==> src/rtl/cpu_ctrl_fsm.sv <==
// ---------------------------------------------------------------------------
// cpu_ctrl_fsm
// Control FSM for the 16-bit RISC datapath. It sequences instruction fetch,
// decode and execute for MOV, ALU, LDR, STR and HALT, and drives the datapath,
// PC, IR and memory controls. Memory accesses use a ready handshake with an
// optional timeout. Faults are sticky until reset.
//
// Build option:
//   CTRL_BRANCH_EN  when defined, enables B/BEQ/BNE/BLT/BLE (001/00), BL (010/11)
//                   and BX (010/00). When undefined, opcodes 001/010 are illegal
//                   and pc_sel stays 00.
//
// Parameters:
//   MEM_TIMEOUT  maximum number of wait cycles per memory access (0 = no limit)
//   HALT_PC_RST  1: HALT pulses reset_pc/load_pc once before parking
//
// Ports:
//   clk, reset                   clock and synchronous active-high reset
//   opcode, op, cond             IR[15:13], IR[12:11], IR[10:8]
//   N, V, Z                      status flags
//   mem_ready                    memory completes the current access
//   nsel, vsel                   register-file read select and write-back source
//   write, loada, loadb, loadc, loads, asel, bsel    datapath controls
//   reset_pc, load_pc, load_ir, load_addr, addr_sel  PC/IR/address controls
//   pc_sel                       00 PC+1, 01 PC+1+sximm8, 10 datapath C
//   mem_cmd                      00 MREAD, 01 MNONE, 10 MWRITE
//   halted                       high while parked in HALT
//   fault                        00 none, 01 illegal instruction, 10 memory timeout
// ---------------------------------------------------------------------------
module cpu_ctrl_fsm #(
   parameter int MEM_TIMEOUT = 16,
   parameter bit HALT_PC_RST = 1'b1
) (
   input  logic       clk,
   input  logic       reset,
   input  logic [2:0] opcode,
   input  logic [1:0] op,
   input  logic [2:0] cond,
   input  logic       N,
   input  logic       V,
   input  logic       Z,
   input  logic       mem_ready,
   output logic [1:0] nsel,
   output logic [1:0] vsel,
   output logic       write,
   output logic       loada,
   output logic       loadb,
   output logic       loadc,
   output logic       loads,
   output logic       asel,
   output logic       bsel,
   output logic       reset_pc,
   output logic       load_pc,
   output logic       load_ir,
   output logic       load_addr,
   output logic       addr_sel,
   output logic [1:0] pc_sel,
   output logic [1:0] mem_cmd,
   output logic       halted,
   output logic [1:0] fault
);

   localparam logic [1:0] MREAD  = 2'b00;
   localparam logic [1:0] MNONE  = 2'b01;
   localparam logic [1:0] MWRITE = 2'b10;

   localparam int CW = (MEM_TIMEOUT > 1) ? $clog2(MEM_TIMEOUT) : 1;
   localparam logic [CW-1:0] CNT_LIM = (MEM_TIMEOUT > 0) ? CW'(MEM_TIMEOUT - 1) : '0;

   typedef enum logic [5:0] {
      S_RST, S_IF1, S_IF2, S_UPC, S_DEC,
      S_MOV_IMM, S_MV_B, S_MV_C, S_WR_RD,
      S_ALU_A, S_ALU_B, S_ALU_C,
      S_CMP_A, S_CMP_B, S_CMP_S,
      S_LDR_A, S_LDR_C, S_LDR_ADR, S_LDR_RD, S_LDR_WB,
      S_STR_A, S_STR_C, S_STR_ADR, S_STR_B, S_STR_C2, S_STR_WR,
      S_HALT_PC, S_HALT, S_FAULT,
      S_BL_W, S_BR_TAKE, S_BX_B, S_BX_C, S_BX_PC
   } state_t;

   state_t          state, next_state;
   logic [CW-1:0]   wait_cnt;
   logic [1:0]      flt_code;
   logic            wait_st;
   logic            timeout;

   // Memory-wait states hold their command until mem_ready; the counter
   // tracks how long the current access has been stalled.
   assign wait_st = (state == S_IF2) || (state == S_LDR_RD) || (state == S_STR_WR);
   assign timeout = (MEM_TIMEOUT != 0) && (wait_cnt == CNT_LIM);

`ifdef CTRL_BRANCH_EN
   logic br_take;
   always_comb begin
      br_take = 1'b0;
      case (cond)
         3'b000:  br_take = 1'b1;
         3'b001:  br_take = Z;
         3'b010:  br_take = !Z;
         3'b011:  br_take = (N != V);
         3'b100:  br_take = (N != V) || Z;
         default: br_take = 1'b0;
      endcase
   end
`else
   logic unused_branch_inputs;
   assign unused_branch_inputs = ^{cond, N, V, Z};
`endif

   always_ff @(posedge clk) begin
      if (reset) begin
         state    <= S_RST;
         wait_cnt <= '0;
         fault    <= 2'b00;
      end else begin
         state <= next_state;
         if (wait_st && !mem_ready && (next_state == state))
            wait_cnt <= wait_cnt + 1'b1;
         else
            wait_cnt <= '0;
         if ((next_state == S_FAULT) && (state != S_FAULT))
            fault <= flt_code;
      end
   end

   always_comb begin
      next_state = state;
      flt_code   = 2'b01;
      case (state)
         S_RST:     next_state = S_IF1;
         S_IF1:     next_state = S_IF2;
         S_IF2: begin
            // A ready arriving on the limit cycle completes the access.
            if (mem_ready)    next_state = S_UPC;
            else if (timeout) begin next_state = S_FAULT; flt_code = 2'b10; end
         end
         S_UPC:     next_state = S_DEC;
         S_DEC: begin
            casez ({opcode, op})
               5'b110_10: next_state = S_MOV_IMM;
               5'b110_00: next_state = S_MV_B;
               5'b101_00,
               5'b101_10: next_state = S_ALU_A;
               5'b101_01: next_state = S_CMP_A;
               5'b101_11: next_state = S_MV_B;
               5'b011_00: next_state = S_LDR_A;
               5'b100_00: next_state = S_STR_A;
               5'b111_??: next_state = HALT_PC_RST ? S_HALT_PC : S_HALT;
`ifdef CTRL_BRANCH_EN
               5'b001_00: begin
                  if (cond > 3'b100) next_state = S_FAULT;
                  else               next_state = br_take ? S_BR_TAKE : S_IF1;
               end
               5'b010_11: next_state = S_BL_W;
               5'b010_00: next_state = S_BX_B;
`endif
               default:   next_state = S_FAULT;
            endcase
         end
         S_MOV_IMM: next_state = S_IF1;
         S_MV_B:    next_state = S_MV_C;
         S_MV_C:    next_state = S_WR_RD;
         S_WR_RD:   next_state = S_IF1;
         S_ALU_A:   next_state = S_ALU_B;
         S_ALU_B:   next_state = S_ALU_C;
         S_ALU_C:   next_state = S_WR_RD;
         S_CMP_A:   next_state = S_CMP_B;
         S_CMP_B:   next_state = S_CMP_S;
         S_CMP_S:   next_state = S_IF1;
         S_LDR_A:   next_state = S_LDR_C;
         S_LDR_C:   next_state = S_LDR_ADR;
         S_LDR_ADR: next_state = S_LDR_RD;
         S_LDR_RD: begin
            if (mem_ready)    next_state = S_LDR_WB;
            else if (timeout) begin next_state = S_FAULT; flt_code = 2'b10; end
         end
         S_LDR_WB:  next_state = S_IF1;
         S_STR_A:   next_state = S_STR_C;
         S_STR_C:   next_state = S_STR_ADR;
         S_STR_ADR: next_state = S_STR_B;
         S_STR_B:   next_state = S_STR_C2;
         S_STR_C2:  next_state = S_STR_WR;
         S_STR_WR: begin
            if (mem_ready)    next_state = S_IF1;
            else if (timeout) begin next_state = S_FAULT; flt_code = 2'b10; end
         end
         S_HALT_PC: next_state = S_HALT;
         S_HALT:    next_state = S_HALT;
         S_FAULT:   next_state = S_FAULT;
`ifdef CTRL_BRANCH_EN
         S_BL_W:    next_state = S_BR_TAKE;
         S_BR_TAKE: next_state = S_IF1;
         S_BX_B:    next_state = S_BX_C;
         S_BX_C:    next_state = S_BX_PC;
         S_BX_PC:   next_state = S_IF1;
`endif
         default:   next_state = S_FAULT;
      endcase
   end

   // Moore output decode: every control is a function of the state alone.
   always_comb begin
      nsel = 2'b00;  vsel = 2'b00;
      write = 1'b0;  loada = 1'b0; loadb = 1'b0; loadc = 1'b0; loads = 1'b0;
      asel = 1'b0;   bsel = 1'b0;
      reset_pc = 1'b0; load_pc = 1'b0; load_ir = 1'b0; load_addr = 1'b0; addr_sel = 1'b0;
      pc_sel = 2'b00; mem_cmd = MNONE; halted = 1'b0;
      case (state)
         S_RST:     begin reset_pc = 1'b1; load_pc = 1'b1; asel = 1'b1; bsel = 1'b1; end
         S_IF1:     begin addr_sel = 1'b1; mem_cmd = MREAD; end
         S_IF2:     begin addr_sel = 1'b1; mem_cmd = MREAD; load_ir = 1'b1; end
         S_UPC:     load_pc = 1'b1;
         S_MOV_IMM: begin nsel = 2'b10; vsel = 2'b10; write = 1'b1; end
         S_MV_B, S_ALU_B, S_CMP_B: begin nsel = 2'b00; loadb = 1'b1; end
         S_MV_C, S_STR_C2, S_BX_C: begin asel = 1'b1; loadc = 1'b1; end
         S_WR_RD:   begin nsel = 2'b01; vsel = 2'b00; write = 1'b1; end
         S_ALU_A, S_CMP_A, S_LDR_A, S_STR_A: begin nsel = 2'b10; loada = 1'b1; end
         S_ALU_C:   loadc = 1'b1;
         S_CMP_S:   loads = 1'b1;
         S_LDR_C, S_STR_C: begin bsel = 1'b1; loadc = 1'b1; end
         S_LDR_ADR, S_STR_ADR: load_addr = 1'b1;
         S_LDR_RD:  mem_cmd = MREAD;
         S_LDR_WB:  begin nsel = 2'b01; vsel = 2'b11; write = 1'b1; end
         S_STR_B, S_BX_B: begin nsel = 2'b01; loadb = 1'b1; end
         S_STR_WR:  mem_cmd = MWRITE;
         S_HALT_PC: begin reset_pc = 1'b1; load_pc = 1'b1; end
         S_HALT:    halted = 1'b1;
`ifdef CTRL_BRANCH_EN
         S_BL_W:    begin nsel = 2'b10; vsel = 2'b01; write = 1'b1; end
         S_BR_TAKE: begin load_pc = 1'b1; pc_sel = 2'b01; end
         S_BX_PC:   begin load_pc = 1'b1; pc_sel = 2'b10; end
`endif
         default: ;
      endcase
   end

endmodule
==> config.mk <==
export PLATFORM = sky130hd
export DESIGN_NAME = cpu_ctrl_fsm
export DESIGN_NICKNAME = d
export VERILOG_FILES = /design/src/rtl/cpu_ctrl_fsm.sv
export SDC_FILE = /design/constraint.sdc
export NUM_CORES = 1
export LEC_CHECK = 0
export ABC_AREA = 1
export CORE_MARGIN = 2
export CORE_UTILIZATION = 55
export CTS_BUF_LIST = sky130_fd_sc_hd__clkbuf_8
export CTS_CLUSTER_DIAMETER = 120
export CTS_CLUSTER_SIZE = 14
export DETAILED_ROUTE_END_ITERATION = 10
export MAX_ROUTING_LAYER = met4
export PLACE_DENSITY = 0.95
export SLEW_MARGIN = 20
export SYNTH_ARGS = -nofsm -noshare
export SYNTH_HDL_FRONTEND = slang
export SYNTH_SLANG_ARGS = --single-unit
==> constraint.sdc <==
create_clock -name clk -period 2.8 [get_ports clk]
set_input_delay 0.42 -clock clk [delete_from_list [all_inputs] [get_ports clk]]
set_output_delay 0.42 -clock clk [all_outputs]
set_load 0.01 [all_outputs]
# Yosys cells after proc, flatten, opt, wreduce, memory -nomap -nowiden

Index checks and enable logic that the tools add are counted.
W data, S select, Z words.

Add/subtract/negate cells: 1
Equality and inequality tests: 42
Mux-type cells: 25
Bitwise logic cells: 1
Reductions and logical operators: 27

Operator list:

| kind                  | number |
|---|---|
| $pmux W6 S22          | 1 |
| $eq A6 B5 Y1 const B  | 14 |
| $eq A6 B4 Y1 const B  | 8 |
| $eq A5 B5 Y1 const B  | 7 |
| $pmux W5 S7           | 1 |
| $eq A6 B3 Y1 const B  | 4 |
| $mux W6               | 4 |
| $reduce_or A2 Y1      | 8 |
| $reduce_or A3 Y1      | 5 |
| $reduce_or A5 Y1      | 3 |
| $mux W1               | 13 |
| $eq A6 B2 Y1 const B  | 2 |
| $pmux W2 S2           | 3 |
| $reduce_or A4 Y1      | 3 |
| $eq A6 B1 Y1 const B  | 1 |
| $eq A6 B6 Y1          | 1 |
| $eq A6 B6 Y1 const B  | 1 |
| $logic_not A6 Y1      | 1 |
| $mux W2               | 3 |
| $ne A6 B5 Y1 const B  | 1 |
| $reduce_or A6 Y1      | 1 |
| $eq A5 B4 Y1 const B  | 1 |
| $add A4 B1 Y4 const B | 1 |
| $eq A4 B4 Y1 const B  | 1 |
| other kinds (5)       | 8 |

Bits in registers: 12
Logic and storage cells: 99

# Logic depth before layout (Yosys ltp)

Depth after elaboration: 8
Depth in mapped cells: 15
Mapped depth without buffers: 15

# Worst setup path before layout

No wires, ideal clock.

Kind: register -> register
Start: reg state[2]
End: reg fault[1]
Library setup time: 0.118 ns
Arrival time: 1.605 ns
Required time: 2.682 ns
Setup slack: 1.076 ns
Stages on the path, launching flop included: 14
Cell sequence: dfxtp_1 > nor2_1 > nand3_1 > nand2_1 > nor2_2 > nand2_1 > nor2_1 > nand2_1 > nand2_1 > inv_1 > nor2_1 > nand2_1 > nand2_1 > a21oi_1

Word-level cells in the longest chain between the ends: 5
Elaborated cells on any way between the ends: 41

RTL lines:

| element                                                         | RTL line | source |
|---|---|---|
| start: declaration                                              | 81       | `state_t state, next_state;` |
| start signal: assignment                                        | 116      | `state <= next_state;` |
| $eq A6 B4 Y1, or another cell as far along                      | 129      | `case (state)` |
| $reduce_or A5 Y1 (no source line), or another cell as far along | --       |  |
| $pmux W6 S22                                                    | 129      |  |
| $eq A6 B5 Y1                                                    | 121      | `if ((next_state == S_FAULT) && (state != S_FAULT))` |
| $logic_and A1 B1 Y1                                             | 121      |  |
| end signal: assignment                                          | 122      | `fault <= flt_code;` |
| end: declaration                                                | 60       | `output logic [1:0] fault` |

Several ways; a longest one is shown, not always the timed one.
A chain may end at the register's enable or synchronous reset.

# Final worst setup path

Start: reg state[2]
End: out loadc

Word-level cells in the longest chain between the ends: 3
Elaborated cells on any way between the ends: 8

RTL lines:

| element                                    | RTL line | source |
|---|---|---|
| $eq A6 B5 Y1, or another cell as far along | 208      | `case (state)` |
| $reduce_or A6 Y1 (no source line) (*)      | --       |  |
| $mux W1 (*)                                | 208      |  |
| end: declaration                           | 48       | `output logic loadc,` |

Every way passes the cells marked *; elsewhere a longest branch is shown, timed or not.

==> results.md <==
* Postcts setup bufs at 0
* Setup TNS at 0 ps
* Setup crit start kind: flop
* Pin count of the biggest net entering global routing at 18
* Finish-stage setup viols at 0
* Seq. cell area at 240.2 sq um
* PortBufs at 28
* Tmin final at 2469 ps
* Comb pwr share at 74.1%
* CTS tree: done
* NetSw at 844.3 uW
* Post-synthesis xor/xnor area fraction at 1.176%
* P per Cell Area at 852.1 nW/um^2
* Multi-input logic area at 1023 sq um
* Metal3 WL at 230 um
* Vias in the first global route at 1656
* Die Width at 56.03 um
* Crit Path Max Fanout at 7
* Share of cells above drive strength 1 at 7.547%
* Initial antenna violation count at 0
* Hold-fix buffers at CTS at 0
* Reg clk slew, reported paths at 50 ps
* DR WL/cell at 10.92 um
* Skew-Pair Late Insertion Delay at 230 ps
* Maximum vdd drop at 0.0006712 V
* Outcome: completed
* Bufs on Longest Clock Path at 2
* WS Path Type: reg -> out
* Ports at 37
* Final WL at 3799 um
* Max Clk Rate at 0.4051 GHz
* Metal1 wirelength at 1673 um
* Die area at 3139 sq um
* Slowest CP cell: clkdlybuf4s50_1
* Diode count at 0
* # Max-Cap Violations at 0
* Non-Filler Instances at 348
* Reg power frac at 16.5%
* RSZ-0062 raised after global routing: false
* Net Sw Frac at 53.72%
* P_leak at 1.114 nW
* Vert. Die Dim at 56.03 um
* H-Tree Level Count at 1
* Mapped Cells at 286
* First-pass DRT Iterations at 5
* Critical Path End Type: output port
* Core area at 2522 sq um
* CP dominant cell by count: inv_1
* Clock Power Share at 9.4%
* Netlist Area Pre-Place at 1489 sq um
* Distinct cells, synth at 28
* DR vias/cell at 5.218
* Main combinational cell family by area after synthesis: simple AND/OR/NAND/NOR gates
* Effective utilization at floorplan at 59.03%
* YS warnings at 0
* Final #Nets at 335
* Fill count at 242
* Final Wtd Congestion at 0.9696
* Syn-to-layout area delta at 23.87%
* Int Power at 727.3 uW
* Synthesized flop and latch total at 12
* Row Count at 18
* Drt drc at 0
* Total GRT Usage at 25.62%
* Avg Cell Area, Syn at 5.206 sq um
* CP cell instances: inv_1 > nor2_4 > nand3_1 > o31ai_1 > inv_1 > o2111ai_1 > clkdlybuf4s50_1
* Crit path DAT at 2050 ps
* First-pass GRT wire length at 6575 um
* TritonCTS Buffers at 3
* Worst Path Required at 2380 ps
* Final Hold Vio Count at 0
* Simple-Gate Fraction of Synth Area at 57.39%
* Max-slew violations at 0
* Via count at 1816
* Setup Skew at 4.190 ps
* Post-synthesis sequential area ratio at 16.13%
* Met2 wire length at 1853 um
* Post-Synth Adder-Cell Area at 0.8403%
* Worst hold path class: reg -> reg
* DPL Wire Length at 3133 um
* DR top layer: met4
* Fin crit share at 88.17%
* GRT overflow at 0
* CTS resizes at 0
* CP max stage delay at 560 ps
* Post-synthesis mux area share at 0%
* Post-DRT Antenna Nets at 0
* Initial DRC Count at 82
* Placed cells at 345
* Sink Count at 12
* Root buf cell: clkbuf_8
* Compound-Gate Fraction of Synth Area at 8.571%
state kept, by name, summed over array words and instances (netlist names):
name      cells
wait_cnt      4
state         6
fault         2
cells in the final DEF, fill, tap and decap left out:
cell type        Yosys  final
o211ai_1             3      3
nand3_2              2      2
nand2_2              1      1
xnor2_1              1      1
o31ai_1              1      1
clkdlybuf4s50_1      0     28
nand4_1              3      3
inv_1               50     50
clkinv_1             1      1
ha_1                 1      1
nand3b_1             1      1
nand4_2              1      1
nand3_1             47     47
inv_2                2      2
nor2_1              49     49
o21bai_1             2      2
buf_4                3      3
o21ai_0              9      9
clkbuf_8             0      3
nand2_1             75     75
dfxtp_1             12     12
xor2_1               1      1
o21ai_2              1      1
conb_1               1      3
nor2_2               9      9
a21oi_1              4      4
o2111ai_1            1      1
nor3_1               2      2
nor2_4               2      2
synthesized netlist by cell type (all sizes together):
cell type,count,area share [%]
a21oi,4,1.3
buf,4,2.3
clkinv,1,0.25
conb,1,0.25
dfxtp,12,16
ha,1,0.84
inv,52,13
nand2,76,19
nand3,49,17
nand3b,1,0.50
nand4,4,2.1
nor2,60,18
nor3,2,0.67
o2111ai,1,0.59
o211ai,3,1.5
o21ai,10,3.6
o21bai,2,1.0
o31ai,1,0.50
xnor2,1,0.59
xor2,1,0.59
stage by stage:
stage                     instance area [sq um]  hold slack (ps)  worst slack (ps)  total power, mW  util, %
after global routing                       1844            477.0             174.7            1.728    73.12
after CTS                                  1844            449.3             337.1            1.563    73.12
after detailed placement                   1803            442.7             395.2            1.408    71.48
final                                      1844            446.9             331.2            1.572    73.12
after floorplan                            1496            417.9              1076            1.048        -
after global placement                     1803            430.0             456.6            1.383    71.48
final timing paths:
| kind | start | to | slack [ps] | cells past startpoint |
|---|---|---|---|---|
| setup reg to reg | state[2] | fault[0] | 760 | 14 |
| setup / recovery | state[2] | loadc | 330 | 7 |
| hold reg to reg | wait_cnt[0] | wait_cnt[0] | 450 | 1 |
| hold / removal | wait_cnt[0] | wait_cnt[0] | 450 | 1 |
cell type report:
cell class | count | share of cell area (%)
Multi-Input combinational cell | 219 | 55.50
Timing Repair Buffer | 31 | 16.42
Sequential cell | 12 | 13.03
Inverter | 53 | 10.79
Clock buffer | 3 | 2.239
Tap cell | 30 | 2.035
worst max-delay path, delay by kind of cell (launching register included):
| kind | cells | cell delay (ps) |
|---|---|---|
| flip-flops | 1 | 450 |
| AND/OR/NAND/NOR | 2 | 370 |
| buffers and inverters | 3 | 820 |
| AO/OA/AOI/OAI | 2 | 170 |
kinds of logic (layout without fill, tap and decap cells):
group / Yosys count / count (layout)
other cells: 1 / 3
fa+ha+maj: 1 / 1
compound gates: 21 / 21
buf+inv: 57 / 87
simple gates: 192 / 192
xor+xnor: 2 / 2
flops: 12 / 12
power by group through the flow:
stage	combinational, mW	sequential, mW	clock (mW)
2_1_floorplan	0.792	0.256	0
3_3_place_gp	1.12	0.261	0
3_5_place_dp	1.15	0.262	0
4_1_cts	1.15	0.259	0.153
5_1_grt	1.30	0.267	0.164
6_report	1.16	0.259	0.148
metal layers:
metal | up-vias | global-route usage [%]
met5 | - | -
met4 | 0 | 11.22
met3 | 6 | 2.558
met2 | 73 | 43.70
met1 | 781 | 30.38
li1 | 956 | -
(Power assumes the default switching activity.)
